--- src/rtl/mmt_sync_edge_filter.sv ---
// Debounce stage behind a single-bit synchroniser: filtered level, edge pulses, event count.
// Flip lands FILT_CYCLES-1 edges after the first differing sample; no backpressure (always accepts).
module mmt_sync_edge_filter #(
   parameter int   FILT_CYCLES = 4,
   parameter int   CNT_W       = 8,
   parameter logic RST_VAL     = 1'b0
) (
   input  logic             clk,
   input  logic             rstn,
   input  logic             en,
   input  logic             sync_in,
   input  logic             cnt_clr,
   output logic             filt_q,
   output logic             rise_pls,
   output logic             fall_pls,
   output logic [CNT_W-1:0] evt_cnt,
   output logic             busy
);

   localparam int SW = $clog2(FILT_CYCLES + 1);

   typedef enum logic {STABLE = 1'b0, QUAL = 1'b1} state_t;

   state_t        state;
   logic [SW-1:0] stab_cnt;
   logic [SW-1:0] cnt_inc;
   logic          diff;
   logic          flip;

   always_comb begin
      diff    = en && (sync_in != filt_q);
      cnt_inc = stab_cnt + SW'(1);
      flip    = 1'b0;
      if (state == STABLE)
         flip = diff && (FILT_CYCLES == 1);
      else
         flip = diff && (cnt_inc == SW'(FILT_CYCLES));
   end

   always_ff @(posedge clk) begin
      if (!rstn) begin
         state    <= STABLE;
         stab_cnt <= '0;
         filt_q   <= RST_VAL;
         rise_pls <= 1'b0;
         fall_pls <= 1'b0;
         evt_cnt  <= '0;
      end else begin
         rise_pls <= flip & ~filt_q;
         fall_pls <= flip &  filt_q;
         if (flip)
            filt_q <= ~filt_q;

         // A clear coinciding with a flip still counts that flip.
         if (cnt_clr)
            evt_cnt <= flip ? CNT_W'(1) : '0;
         else if (flip && !(&evt_cnt))
            evt_cnt <= evt_cnt + CNT_W'(1);

         case (state)
            STABLE: begin
               if (diff) begin
                  if (FILT_CYCLES == 1) begin
                     stab_cnt <= '0;
                  end else begin
                     stab_cnt <= SW'(1);
                     state    <= QUAL;
                  end
               end
            end
            QUAL: begin
               if (!diff || flip) begin
                  state    <= STABLE;
                  stab_cnt <= '0;
               end else begin
                  stab_cnt <= cnt_inc;
               end
            end
            default: begin
               state    <= STABLE;
               stab_cnt <= '0;
            end
         endcase
      end
   end

   assign busy = (state == QUAL);

endmodule

--- config.mk ---
export PLATFORM = sky130hd
export DESIGN_NAME = mmt_sync_edge_filter
export DESIGN_NICKNAME = d
export VERILOG_FILES = /design/src/rtl/mmt_sync_edge_filter.sv
export SDC_FILE = /design/constraint.sdc
export NUM_CORES = 1
export LEC_CHECK = 0
export ABC_AREA = 1
export CAP_MARGIN = 20
export CORE_UTILIZATION = 49
export DETAILED_ROUTE_END_ITERATION = 16
export HOLD_SLACK_MARGIN = 0.06
export PLACE_DENSITY_LB_ADDON = 0.12
export RECOVER_POWER = 25
export SKIP_LAST_GASP = 1
export SLEW_MARGIN = 10
export SYNTH_ARGS = -nofsm -noshare
export SYNTH_HDL_FRONTEND = slang
export SYNTH_SLANG_ARGS = --single-unit
--- constraint.sdc ---
create_clock -name clk -period 1.58 [get_ports clk]
set_clock_uncertainty 0.1 [all_clocks]
set_input_delay 0.474 -clock clk [delete_from_list [all_inputs] [get_ports clk]]
set_output_delay 0.474 -clock clk [all_outputs]
set_load 0.01 [all_outputs]
==> results of run 1 <==
-- logic make-up (layout without fill, tap and decap cells) --
kind of cell	after synthesis	in the layout
AND/OR/NAND/NOR	72	73
AO/OA/AOI/OAI	10	10
buffers and inverters	15	46
adder cells (fa/ha/maj)	3	3
flip-flops	15	15
-- sequential cells by signal, indices dropped and copies added, names as in the netlist --
name / count
stab_cnt: 3
evt_cnt: 8
fall_pls: 1
rise_pls: 1
filt_q: 1
busy: 1
-- layout make-up --
| class | count | area (um2) |
|---|---|---|
| sequential | 15 | 302 |
| timing repair buffer | 27 | 233 |
| clock buffer | 4 | 26.3 |
| inverter | 15 | 58.8 |
| multi-input combinational | 86 | 510 |
| fill | 138 | 409 |
| tap | 16 | 20.0 |
-- how the worst max path moves through the flow --
stage / slack (ps) / endpoint / cells past startpoint
2_1_floorplan: 150 / evt_cnt[3] / 8
3_3_place_gp: -230 / evt_cnt[0] / 8
3_5_place_dp: -270 / evt_cnt[4] / 8
4_1_cts: 10 / evt_cnt[4] / 8
5_1_grt: -30 / evt_cnt[4] / 8
6_report: 70 / evt_cnt[6] / 1
-- tightest hold or removal path, delay by kind of cell, from the launching register on --
kind | cells | cell delay [ps]
simple gates | 1 | 60
flops | 1 | 320
compound gates | 1 | 50
-- power by group through the flow --
| stage | Clock (mW) | Combinational (mW) | Sequential (mW) |
|---|---|---|---|
| 2_1_floorplan | 0 | 0.0322 | 0.396 |
| 3_3_place_gp | 0 | 0.0675 | 0.394 |
| 3_5_place_dp | 0 | 0.0688 | 0.394 |
| 4_1_cts | 0.229 | 0.0674 | 0.385 |
| 5_1_grt | 0.251 | 0.0752 | 0.386 |
| 6_report | 0.224 | 0.0682 | 0.385 |
-- metrics by stage --
stage	util (%)	instances	total power, mW	instance area [um2]
after floorplan	-	115	0.428	851
after global placement	71.4	158	0.462	1110
after detailed placement	71.4	158	0.463	1110
after CTS	72.2	162	0.682	1120
after global routing	73.8	163	0.712	1150
final	73.8	163	0.677	1150
-- repair_timing --
| item | in CTS | in global routing |
|---|---|---|
| resized for setup | 12 | 5 |
| setup endpoints to repair | 12 | 10 |
| pin swaps | 0 | 2 |
| gates cloned | 0 | 1 |
-- per-layer routing --
| layer | share of wire [%] | track usage, % | routed length, um | vias up |
|---|---|---|---|---|
| li1 | - | - | - | 436 |
| met2 | 48 | 34.6 | 884 | 15 |
| met1 | 47 | 28.8 | 876 | 364 |
| met4 | 1.1 | 7.50 | 21 | 0 |
| met5 | 0 | 0 | 0 | - |
| met3 | 3.6 | 3.75 | 67 | 4 |
-- synthesized netlist by cell type --
master / count
nor2_4: 2
nand2_2: 5
nand3_1: 11
nand3b_1: 1
a21oi_1: 5
dfxtp_1: 15
inv_2: 2
nand2_4: 1
inv_1: 12
o21bai_1: 1
a21oi_2: 3
nand3_4: 2
nand2_1: 26
nor3b_2: 1
nor2_1: 14
ha_1: 3
a211oi_1: 1
or2_2: 1
nor2_2: 1
nor2_8: 1
clkinv_1: 1
nand4_1: 2
nor3_1: 4
-- cell usage in the layout (no fill, tap or decap), drive strengths merged, types with 3 or more instances in the layout --
cell type / netlist / routed
a21oi: 8 / 8
dfxtp: 15 / 15
nor3: 4 / 4
dlygate4sd2: 0 / 12
ha: 3 / 3
nand2: 32 / 32
inv: 14 / 14
nand3: 13 / 13
clkbuf: 0 / 4
nor2: 18 / 19
buf: 0 / 11
==> results.ini, run 1 <==
[critical_path]
critPathLaunchType=register
startpoint=evt_cnt[6]
worstSetupEndpointType=output pin
crit_path_max_fanout=4
path_class=reg -> out
rrSetupSlack_ps=70
worstPathCellList=dlygate4sd2_1
rr_startpoint=stab_cnt[0]
cp_top_family=flip-flops
worstPathRequired_ps=1010
rr_endpoint=evt_cnt[4]
critical_path_buf_inv_count=1
r2r_cells=8
crit_slowest_cell=dfxtp_1
cp_data_arrival_time_ps=930
max_stage_delay_ps=380

[power]
p_sw_mw=0.167
pwr-share-comb_pct=10.1
peakVddDrop_mv=0.531
power.internal_mw=0.510
p_per_area_mw_per_mm2=589
p_leak_nw=0.557
p_clk_share_pct=33.0
p_sw_share_pct=24.6
sequentialPowerShare_pct=56.9

[clock_network]
cts.clk_slew.worst_paths_ps=90
cts_max_level=1
cts_made_buffers=3
worstSkewPairLatency_ps=280
clock_path_buffers=2
cts_setup_buffers=0
cts_hold_buf=0
cts_root_buf=clkbuf_4
cts_sinks=15
cts_tree=built

[synth]
yosysSeqAreaShare_pct=35.3
yosysUniqueCellTypes=23
netlist_area_um2=851
synth_seq_cells=15
synthesis.nets=123
synth.area.top_cells=dfxtp_1, nand2_1, nand3_1
synth_warnings=0
netlist.area_leader.share_pct=35.3
synth-simple-area-share_pct=45.9
synth_mux_area_share_pct=0
synth_top_family_by_area=simple AND/OR/NAND/NOR gates
synth_fa_ha_area_share_pct=4.41
yosysTopAreaCell=dfxtp_1
synthCells=115
avgSynthCellArea_um2=7.40
synth-xor-area-share_pct=0
synth_compound_area_share_pct=7.79

[global_route]
grt_pass1_wl_um=3080
antenna_found_initial=0
grt_usage_pct=21.5
overflow=0
grt_start_max_net_pins=10
grt_pass1_vias=726

[cells_and_area]
diodes=0
area_growth_pct=35.1
nNetsFinal=156
drive_gt1_share_pct=23.8

[job]
maxCapViolations=0

[place]
gp_congestion=0.831
dp_hpwl_um=1360
io_buffers=16
preCtsSetupSlack_ps=-271

[sta]
setup_viol=0
fin_tns_setup_ps=0
min_period_ps=1510
max-slew-margin-rel_pct=83.8
hold_ws_ps=372
hold_viol=0
max_freq_mhz=663
rsz0062_at_grt=yes
tightest_slew_ps=241
maxSlewViolCount=0
fin_ws_ps=71.5
period_share_pct=95.5

[min_path]
hold_path_class=reg -> reg
holdPathStages=2
hp-start=stab_cnt[1]
min_to=stab_cnt[1]

[routing]
drt-total-wl_um=1850
vias=819
vias_per_cell=5.02
antenna_left=0
wl_per_cell_um=11.3
dr.first_iter.drc_count=16
dr.pass1.iters=6
drc=0

[floorplan]
die_h_um=43.7
num_rows=14
die_area_mm2=0.00191
die_w_um=43.7
ios=17
coreArea_mm2=0.00156
start_util_pct=54.6

[outcome]
status=finished, final reports clean

(Power assumes the default switching activity.)
==> run 2, diff against run 1 <==
--- a/config.mk
+++ b/config.mk
@@ -7,6 +7,7 @@
 export LEC_CHECK = 0
 export ABC_AREA = 1
 export CAP_MARGIN = 20
+export CORE_MARGIN = 5
 export CORE_UTILIZATION = 49
 export DETAILED_ROUTE_END_ITERATION = 16
 export HOLD_SLACK_MARGIN = 0.06
==> run 2 against run 1 <==
- sequential power is essentially flat
- largest power group unchanged
- combinational power grew 2%
- count of clock-buffer cells in the layout unchanged
- largest cell class unchanged
==> results.ini, run 2 (same netlist as run 1, synthesis figures left out) <==
[sta]
period_share_pct=96.4  ; +0.90 points
hold_viol=0  ; unchanged
min_period_ps=1520  ; +14.2 ps
fin_tns_setup_ps=0  ; unchanged
max_freq_mhz=657  ; -0.93%
tightest_slew_ps=278  ; +37.0 ps
maxSlewViolCount=0  ; unchanged
max-slew-margin-rel_pct=81.3  ; -2.5 points
fin_ws_ps=57.3  ; -14.2 ps
setup_viol=0  ; unchanged

[critical_path]
critical_path_buf_inv_count=1  ; unchanged
worstPathCellList=dlygate4sd2_1
max_stage_delay_ps=380  ; about the same
path_class=reg -> out
critPathLaunchType=register
worstSetupEndpointType=output pin
cp_top_family=flip-flops
cp_data_arrival_time_ps=950  ; +20 ps
crit_slowest_cell=dfxtp_1
crit_path_max_fanout=4  ; unchanged
worstPathRequired_ps=1010  ; about the same

[cells_and_area]
area_growth_pct=34.4
final_common_cell=nand2_1
diodes=0  ; unchanged
final_util_pct=67.7  ; -6.1 points
layout.cells.non_filler=163  ; unchanged
drive_gt1_share_pct=24.7  ; +0.85 points
fillers=158  ; +14%
largest_register_ffs=8  ; unchanged
final_cell_mix=nand2_1, nor2_1, dfxtp_1
top_register=evt_cnt
nNetsFinal=155  ; -0.64%
top_regs=evt_cnt (8), stab_cnt (3)
postLayoutCellArea_mm2=0.00114  ; -0.54%

[routing]
dr.first_iter.drc_count=22  ; +6
drc=0  ; unchanged
vias_per_cell=5.13  ; +2.1%
drt-total-wl_um=1960  ; +6.0%
antenna_left=0  ; unchanged
vias=836  ; +2.1%
wl_per_cell_um=12.0  ; +6.0%
dr.pass1.iters=4  ; -2

[global_route]
grt_pass1_wl_um=3100  ; +0.45%
grt_pass1_vias=733  ; +0.96%
antenna_found_initial=0  ; unchanged
overflow=0  ; unchanged
grt_usage_pct=15.8  ; -5.7 points
grt_start_max_net_pins=10  ; unchanged

[floorplan]
die_area_mm2=0.00267  ; +40%
die_h_um=51.7  ; +18%
coreArea_mm2=0.00169  ; +8.3%
start_util_pct=50.4  ; -4.2 points
num_rows=15  ; +1
ios=17  ; unchanged
die_w_um=51.7  ; +18%

[clock_network]
cts_sinks=15  ; unchanged
clock_path_buffers=2  ; unchanged
cts_max_level=1  ; unchanged
cts_hold_buf=0  ; unchanged
cts.clk_slew.worst_paths_ps=90  ; about the same
cts_root_buf=clkbuf_4
cts_made_buffers=3  ; unchanged
cts_tree=built
worstSkewPairLatency_ps=290  ; about the same

[place]
preCtsSetupSlack_ps=-272  ; -1.13 ps
gp_congestion=0.831  ; about the same
dp_hpwl_um=1460  ; +7.7%
placedCellCount=157  ; -0.63%
dpl-instance-area_mm2=0.00110  ; -1.2%
io_buffers=16  ; unchanged

[job]
maxCapViolations=0  ; unchanged

[min_path]
hold_path_class=reg -> reg

[outcome]
status=finished, final reports clean

[power]
p_per_area_mw_per_mm2=593  ; +0.68%
peakVddDrop_mv=0.446  ; -16%
p_leak_nw=0.555  ; -0.42%

run 2: timing repair:
action                                  4_1_cts  5_1_grt
cloned                                        0        1
buffers inserted                              0        1
resized for setup                            12        6
pin swaps                                     0        2
endpoints found under the hold margin         0        0
endpoints found under the setup margin       12        9
run 2: through the flow:
step                      hold WS (ps)  power [mW]
after floorplan                    341       0.428
after global placement             355       0.462
after detailed placement           368       0.463
after CTS                          384       0.683
after global routing               371       0.722
final                              347       0.678
run 2: final cells by class:
cell class	instances	area (um2)	share of cell area [%]
inverter	15	56.3	4.92
sequential	15	303	26.5
timing repair buffer	26	226	19.8
multi-input combinational	86	510	44.6
tap	17	21.3	1.86
clock buffer	4	26.3	2.30
run 2: where the power goes:
part | leakage [nW] | switching (mW) | total (mW) | internal [mW]
Sequential | 0.122 | 0.00413 | 0.387 | 0.383
Combinational | 0.418 | 0.0372 | 0.0698 | 0.0327
Clock | 0.0150 | 0.123 | 0.221 | 0.0982
Total | 0.555 | 0.164 | 0.678 | 0.514
run 2: worst paths after layout:
check / depth (start not counted) / startpoint / slack (ps) / endpoint
max: 1 / evt_cnt[6] / 60 / evt_cnt[6]
min: 1 / stab_cnt[0] / 350 / stab_cnt[0]
max reg2reg: 8 / stab_cnt[0] / 100 / evt_cnt[3]
min reg2reg: 1 / stab_cnt[0] / 350 / stab_cnt[0]
run 2: metal layers:
layer  vias up  wire [um]  track usage (%)
li1        435          -                -
met1       371        812             17.0
met2        25        993             28.2
met3         5         98             3.44
met4         0         54             9.17
met5         -          0                0
==> run 3, diff against run 2 <==
--- a/config.mk
+++ b/config.mk
@@ -14,7 +14,7 @@
 export PLACE_DENSITY_LB_ADDON = 0.12
 export RECOVER_POWER = 25
 export SKIP_LAST_GASP = 1
-export SLEW_MARGIN = 10
+export SLEW_MARGIN = 5
 export SYNTH_ARGS = -nofsm -noshare
 export SYNTH_HDL_FRONTEND = slang
 export SYNTH_SLANG_ARGS = --single-unit
==> results of run 3 <==
No change in the layout: final DEF, timing and power equal those of run 2.
